==> config.mk <==
export PLATFORM = sky130hd
export DESIGN_NAME = hilo_mdu
export DESIGN_NICKNAME = d
export VERILOG_FILES = /design/src/rtl/hilo_mdu_pkg.sv /design/src/rtl/hilo_mdu_iter.sv /design/src/rtl/hilo_mdu.sv
export SDC_FILE = /design/constraint.sdc
export NUM_CORES = 1
export LEC_CHECK = 0
export ABC_AREA = 0
export CAP_MARGIN = 20
export CORE_ASPECT_RATIO = 1.5
export CORE_UTILIZATION = 40
export DETAILED_ROUTE_END_ITERATION = 16
export HOLD_SLACK_MARGIN = 0.15
export PLACE_DENSITY = 0.64
export SLEW_MARGIN = 20
export SYNTH_ARGS = -nofsm -noshare
export SYNTH_HDL_FRONTEND = slang
export SYNTH_SLANG_ARGS = --single-unit
==> constraint.sdc <==
create_clock -name clk -period 8.3 [get_ports clk]
set_input_delay 1.66 -clock clk [delete_from_list [all_inputs] [get_ports clk]]
set_output_delay 1.66 -clock clk [all_outputs]
set_load 0.005 [all_outputs]
==> src/rtl/hilo_mdu_pkg.sv <==
// Shared definitions for the HI/LO multiply/divide unit: op encodings,
// FSM states, default datapath width and small op-decode helpers.
package hilo_mdu_pkg;

  localparam int DW_DEF = 32;

  typedef enum logic [2:0] {
    MDU_MULT  = 3'd0,
    MDU_MULTU = 3'd1,
    MDU_DIV   = 3'd2,
    MDU_DIVU  = 3'd3,
    MDU_MTHI  = 3'd4,
    MDU_MTLO  = 3'd5
  } mdu_op_e;

  typedef enum logic [1:0] {
    IDLE = 2'd0,
    CALC = 2'd1,
    FIX  = 2'd2
  } mdu_state_e;

  // True for the four ops that run the iterative engine.
  function automatic logic op_is_muldiv(input logic [2:0] op);
    return (op < 3'd4);
  endfunction

  // True for the ops whose operands are treated as two's complement.
  function automatic logic op_is_signed(input logic [2:0] op);
    return (op == MDU_MULT) || (op == MDU_DIV);
  endfunction

  // True for the two divide ops.
  function automatic logic op_is_div(input logic [2:0] op);
    return (op == MDU_DIV) || (op == MDU_DIVU);
  endfunction

endpackage

==> src/rtl/hilo_mdu_iter.sv <==
// Iterative unsigned multiply/divide datapath for hilo_mdu.
// Multiply: shift-add with a left-shifting multiplicand and right-shifting
// multiplier, so the product is always aligned and can stop early.
// Divide: restoring division; acc holds {remainder, quotient/dividend}.
// Optional macro MDU_EARLY_OUT_EN: multiply raises 'last' as soon as the
// remaining multiplier bits are all zero (at least one iteration).
module mdu_iter
  import hilo_mdu_pkg::*;
#(
  parameter int DW    = DW_DEF,
  parameter int CNT_W = $clog2(DW) + 1
) (
  input  logic          clk,
  input  logic          rst,
  input  logic          start,
  input  logic          step,
  input  logic          is_div,
  input  logic [DW-1:0] mag_a,
  input  logic [DW-1:0] mag_b,
  output logic          last,
  output logic [DW-1:0] res_hi,
  output logic [DW-1:0] res_lo
);

  logic [2*DW-1:0] acc_r;
  logic [2*DW-1:0] mcand_r;
  logic [DW-1:0]   opb_r;
  logic [CNT_W-1:0] cnt_r;
  logic            div_r;

  logic [2*DW-1:0] mul_acc_s;
  logic [2*DW-1:0] div_acc_s;
  logic [DW:0]     part_s;
  logic            borrow_s;
  logic [DW-1:0]   diff_s;

  // One iteration of each algorithm, computed from the current state.
  always_comb begin
    mul_acc_s = acc_r;
    if (opb_r[0]) begin
      mul_acc_s = acc_r + mcand_r;
    end else begin
      mul_acc_s = acc_r;
    end
    // Remainder shifted left with the next dividend bit brought in.
    part_s   = acc_r[2*DW-1:DW-1];
    borrow_s = (part_s < {1'b0, opb_r});
    diff_s   = part_s[DW-1:0] - opb_r;
    if (borrow_s) begin
      div_acc_s = {part_s[DW-1:0], acc_r[DW-2:0], 1'b0};
    end else begin
      div_acc_s = {diff_s, acc_r[DW-2:0], 1'b1};
    end
  end

  // Final-iteration detect: fixed count, or early exit for multiplies.
  always_comb begin
    last = (cnt_r == CNT_W'(DW - 1));
`ifdef MDU_EARLY_OUT_EN
    if (!div_r && (opb_r[DW-1:1] == {(DW-1){1'b0}})) begin
      last = 1'b1;
    end else begin
      last = (cnt_r == CNT_W'(DW - 1));
    end
`endif
  end

  // Operand load on start, one iteration per step.
  always_ff @(posedge clk) begin
    if (rst) begin
      acc_r   <= {(2*DW){1'b0}};
      mcand_r <= {(2*DW){1'b0}};
      opb_r   <= {DW{1'b0}};
      cnt_r   <= {CNT_W{1'b0}};
      div_r   <= 1'b0;
    end else if (start) begin
      acc_r   <= is_div ? {{DW{1'b0}}, mag_a} : {(2*DW){1'b0}};
      mcand_r <= {{DW{1'b0}}, mag_a};
      opb_r   <= mag_b;
      cnt_r   <= {CNT_W{1'b0}};
      div_r   <= is_div;
    end else if (step) begin
      cnt_r <= cnt_r + CNT_W'(1);
      if (div_r) begin
        acc_r <= div_acc_s;
      end else begin
        acc_r   <= mul_acc_s;
        mcand_r <= mcand_r << 1;
        opb_r   <= opb_r >> 1;
      end
    end
  end

  assign res_hi = acc_r[2*DW-1:DW];
  assign res_lo = acc_r[DW-1:0];

endmodule

==> src/rtl/hilo_mdu.sv <==
// HI/LO register pair with iterative multiply/divide engine for the MIPS EX
// stage. Owns the IDLE/CALC/FIX FSM, operand sign handling, result sign
// correction, flush handling and the architectural HI/LO registers.
// Optional macro MDU_EARLY_OUT_EN enables multiply early termination
// (implemented in mdu_iter); results are identical either way.
module hilo_mdu
  import hilo_mdu_pkg::*;
#(
  parameter int DW    = DW_DEF,
  parameter int CNT_W = $clog2(DW) + 1
) (
  input  logic          clk,
  input  logic          rst,
  input  logic          flush,
  input  logic          op_valid,
  input  logic [2:0]    op,
  input  logic [DW-1:0] src_a,
  input  logic [DW-1:0] src_b,
  output logic          busy,
  output logic          done,
  output logic [DW-1:0] hi_o,
  output logic [DW-1:0] lo_o
);

  mdu_state_e state_r, next_s;

  logic          accept_s, start_s, sgn_s;
  logic          step_s, write_s, last_s;
  logic [DW-1:0] mag_a_s, mag_b_s;
  logic [DW-1:0] res_hi_s, res_lo_s;
  logic [DW-1:0] fix_hi_s, fix_lo_s;
  logic [2*DW-1:0] prod_neg_s;

  logic          div_r, neg_q_r, neg_r_r, done_r;
  logic [DW-1:0] hi_r, lo_r;

  assign busy     = (state_r != IDLE);
  assign accept_s = op_valid & ~busy & ~flush;
  assign start_s  = accept_s & op_is_muldiv(op);
  assign sgn_s    = op_is_signed(op);

  // Operand magnitudes; unsigned ops pass through untouched.
  always_comb begin
    if (sgn_s && src_a[DW-1]) begin
      mag_a_s = {DW{1'b0}} - src_a;
    end else begin
      mag_a_s = src_a;
    end
    if (sgn_s && src_b[DW-1]) begin
      mag_b_s = {DW{1'b0}} - src_b;
    end else begin
      mag_b_s = src_b;
    end
  end

  mdu_iter #(
    .DW    (DW),
    .CNT_W (CNT_W)
  ) u_iter (
    .clk    (clk),
    .rst    (rst),
    .start  (start_s),
    .step   (step_s),
    .is_div (op_is_div(op)),
    .mag_a  (mag_a_s),
    .mag_b  (mag_b_s),
    .last   (last_s),
    .res_hi (res_hi_s),
    .res_lo (res_lo_s)
  );

  // FSM state register.
  always_ff @(posedge clk) begin
    if (rst) begin
      state_r <= IDLE;
    end else begin
      state_r <= next_s;
    end
  end

  // FSM next-state: flush aborts CALC/FIX without a write.
  always_comb begin
    next_s = state_r;
    case (state_r)
      IDLE: begin
        if (start_s) next_s = CALC;
        else         next_s = IDLE;
      end
      CALC: begin
        if (flush)       next_s = IDLE;
        else if (last_s) next_s = FIX;
        else             next_s = CALC;
      end
      FIX:     next_s = IDLE;
      default: next_s = IDLE;
    endcase
  end

  // FSM outputs: iterate in CALC, commit results in FIX.
  always_comb begin
    step_s  = 1'b0;
    write_s = 1'b0;
    case (state_r)
      CALC:    step_s  = ~flush;
      FIX:     write_s = ~flush;
      default: begin
        step_s  = 1'b0;
        write_s = 1'b0;
      end
    endcase
  end

  // Sign flags captured at the accept edge of a mul/div.
  always_ff @(posedge clk) begin
    if (rst) begin
      div_r   <= 1'b0;
      neg_q_r <= 1'b0;
      neg_r_r <= 1'b0;
    end else if (start_s) begin
      div_r   <= op_is_div(op);
      neg_q_r <= sgn_s & (src_a[DW-1] ^ src_b[DW-1]);
      neg_r_r <= sgn_s & src_a[DW-1];
    end
  end

  // Sign correction of the unsigned engine result.
  always_comb begin
    prod_neg_s = {(2*DW){1'b0}} - {res_hi_s, res_lo_s};
    fix_hi_s   = res_hi_s;
    fix_lo_s   = res_lo_s;
    if (div_r) begin
      if (neg_q_r) fix_lo_s = {DW{1'b0}} - res_lo_s;
      else         fix_lo_s = res_lo_s;
      if (neg_r_r) fix_hi_s = {DW{1'b0}} - res_hi_s;
      else         fix_hi_s = res_hi_s;
    end else begin
      if (neg_q_r) {fix_hi_s, fix_lo_s} = prod_neg_s;
      else         {fix_hi_s, fix_lo_s} = {res_hi_s, res_lo_s};
    end
  end

  // Architectural HI/LO: full mul/div writes or single-half MTHI/MTLO.
  always_ff @(posedge clk) begin
    if (rst) begin
      hi_r <= {DW{1'b0}};
      lo_r <= {DW{1'b0}};
    end else if (write_s) begin
      hi_r <= fix_hi_s;
      lo_r <= fix_lo_s;
    end else if (accept_s) begin
      case (op)
        MDU_MTHI: hi_r <= src_a;
        MDU_MTLO: lo_r <= src_a;
        default: begin
          hi_r <= hi_r;
          lo_r <= lo_r;
        end
      endcase
    end
  end

  // Completion pulse, one cycle after the FIX commit edge.
  always_ff @(posedge clk) begin
    if (rst) begin
      done_r <= 1'b0;
    end else begin
      done_r <= write_s;
    end
  end

  assign done = done_r;
  assign hi_o = hi_r;
  assign lo_o = lo_r;

endmodule

==> flow_summary.json <==
{
  "ir_drop_v": 0.000151,
  "number_of_enable_type_register_cells_in_the_synthesized_netlist": 0,
  "via_count_of_the_first_global_routing_pass": 18300,
  "detailedRoute.firstIterationViolations": 1325,
  "maxSlewHeadroom": 0.309,
  "critPathKind": "register to register",
  "grt_first_pass_wirelength_mm": 105,
  "timing.setup.tns_ps": 0,
  "floorplan.rows": 95,
  "final-max-slew-violation-count": 0,
  "num-fill-cells": 4524,
  "yosysUniqueCellTypes": 76,
  "critical_path.endpoint_type": "register",
  "synthesis.nets": 2619,
  "hold_viol": 0,
  "rsz0062_at_grt": "no",
  "routed_wl_mm": 69.1,
  "grt.overflow.total": 0,
  "peak_clock_frequency_supported_by_timing_ghz": 0.208,
  "dieWidth_um": 176,
  "clock_insertion_delay_worst_skew_ps": 560,
  "worst_r2r_path_depth": 13,
  "power_leakage_uw": 0.00842,
  "clock_path_buffers": 3,
  "synthToLayoutAreaGrowth_pct": 14.6,
  "clock_sink_count": 236,
  "setup-violations-final": 0,
  "vias_per_cell": 6.10,
  "maximum_number_of_pins_on_one_net_before_global_route_repair": 105,
  "min_path_cells": 2,
  "port-buffer-count": 136,
  "clkSlewWorstSetupHoldPaths_ps": 60,
  "tightest_slew_ps": 1040,
  "die_area_um2": 46200,
  "detail_route.first_pass.iterations": 5,
  "pin_count": 137,
  "tritoncts": "yes",
  "post-route-min-period_ps": 4810,
  "maxCapViolations": 0,
  "place.detailed.hpwl_mm": 52.0,
  "netlist_instances": 2446,
  "fraction_of_registers_with_async_set_reset": 0,
  "place_inst": 3016,
  "clock_buffer_count_from_cts": 28,
  "cts-root-buf": "clkbuf_16",
  "core-area_um2": 44800,
  "critPathArrivalTime_ps": 5270,
  "synth_sequential_area_ratio": 0.260,
  "footprint_of_the_multi_input_gates_um2": 12600,
  "synth-seq-cells": 236,
  "gp_congestion": 0.944,
  "num_antenna_cells": 0,
  "drc": 0,
  "finalCoreUtilization": 0.464,
  "cts_hold_repair.buffers": 0,
  "floorplan.initialDensity": 0.405,
  "post_syn_area_um2": 18100,
  "totalPowerFinal_uw": 2990,
  "total_number_of_vias": 18700,
  "yosys_warnings": 0,
  "seq_area_um2": 4730,
  "finish.net_count": 2637,
  "synth_top_flop_cell": "dfxtp_1",
  "antenna_found_initial": 0,
  "final_layout_size_suffix_gt1_frac": 0.0402,
  "postCtsSetupRepairBufs": 0,
  "globalRouteTotalUtil": 0.290,
  "die-height_um": 263,
  "post_layout_nonfiller_instances": 3068,
  "post_cts_resized": 0,
  "crit_path_max_fanout": 46,
  "ant_nets": 0,
  "worstPathRequired_ps": 8750,
  "status": "finished, final reports clean",
  "layout_common_cells": "nor2_1 (303), nand2_1 (266), a21oi_1 (248), dfxtp_1 (235), clkdlybuf4s50_1 (135)",
  "mostFrequentLayoutCell": "nor2_1",
  "finalCritPeriodShare": 0.580,
  "finClkSkew_ps": 16.4,
  "clock_tree.htree_level_count": 1,
  "avgRoutedWirePerCell_um": 22.5,
  "power.density_cell_area_nw_per_um2": 144,
  "syn_area_per_cell_um2": 7.42,
  "worst_hold_path_type": "register to register",
  "crit_path_start_kind": "register"
}
==> logic make-up after synthesis <==
| kind of cell | synth area share |
|---|---|
| fa+ha+maj | 0.0712 |
| compound gates | 0.277 |
| simple gates | 0.202 |
| flops | 0.260 |
| buf+inv | 0.0497 |
| xor+xnor | 0.101 |
| mux | 0.0387 |
==> final timing paths <==
kind                            from  slack [ps]            endpoint
setup / recovery    u_iter.acc_r[32]        3490    u_iter.acc_r[62]
setup reg to reg    u_iter.acc_r[32]        3490    u_iter.acc_r[62]
hold / removal    u_iter.mcand_r[60]         470  u_iter.mcand_r[61]
hold reg to reg   u_iter.mcand_r[60]         470  u_iter.mcand_r[61]
==> final cells by class <==
cell class                 instances  area share
multi-input combinational       1973       0.606
tap                              582      0.0350
sequential                       236       0.227
timing repair buffer             158      0.0734
inverter                          67      0.0121
clock buffer                      37      0.0392
clock inverter                    15     0.00740
==> state kept, by name (all words and copies together) (netlist names) <==
register	cells
done	1
state_r	2
lo_o	32
neg_r_r	1
u_iter.opb_r	32
neg_q_r	1
u_iter.mcand_r	64
u_iter.cnt_r	6
hi_o	32
u_iter.div_r	1
u_iter.acc_r	64
==> critical path: stages, from the launching register on <==
cell and delay, ps:
dfxtp_1 680, ha_1 330, nor2b_1 140, or3_1 340
a31oi_1 400, o21ai_0 270, a32oi_1 340, a21oi_1 240
a21oi_4 570, buf_4 520, nor4b_1 120, a211oi_1 290
a31oi_1 170, a211o_1 300
==> Yosys cell counts (15+ instances only) <==
cell,count,share of area
nor2_1,306,0.063
nand2_1,266,0.055
a21oi_1,249,0.069
dfxtp_1,236,0.26
clkbuf_1,145,0.030
o21ai_0,130,0.036
xnor2_1,120,0.058
ha_1,100,0.069
xor2_1,90,0.043
a211oi_1,75,0.031
mux2i_1,69,0.038
inv_1,67,0.014
a21o_1,60,0.025
nor3_1,60,0.017
a311oi_1,35,0.017
nand3_1,35,0.0097
a221oi_1,29,0.014
nand4_1,27,0.0093
a31oi_1,26,0.0090
a22oi_1,22,0.0091
buf_1,22,0.0046
or3_1,20,0.0069
nor4_1,17,0.0059
o31ai_1,17,0.0070
o21a_1,16,0.0066
nand2b_1,15,0.0052
==> metrics by stage <==
| step | area, um^2 | worst slack (ps) | hold WS, ps |
|---|---|---|---|
| after floorplan | 18100 | 4330 | 441 |
| after global placement | 19800 | 3060 | 463 |
| after detailed placement | 19800 | 3060 | 468 |
| after CTS | 20800 | 3550 | 472 |
| after global routing | 20800 | 3230 | 490 |
| final | 20800 | 3490 | 472 |
==> per-layer routing <==
layer / global-route usage / wire [um] / vias up
met1: 0.306 / 25200 / 8973
met5: 0 / 0 / -
met2: 0.530 / 35700 / 589
li1: - / - / 8893
met3: 0.0297 / 2850 / 247
met4: 0.205 / 5320 / 0
==> power breakdown <==
part,internal (uW),switching [uW],total (uW)
Clock,758,541,1300
Sequential,1160,40.2,1200
Combinational,188,303,491
Power figures use the tool's default switching activity.
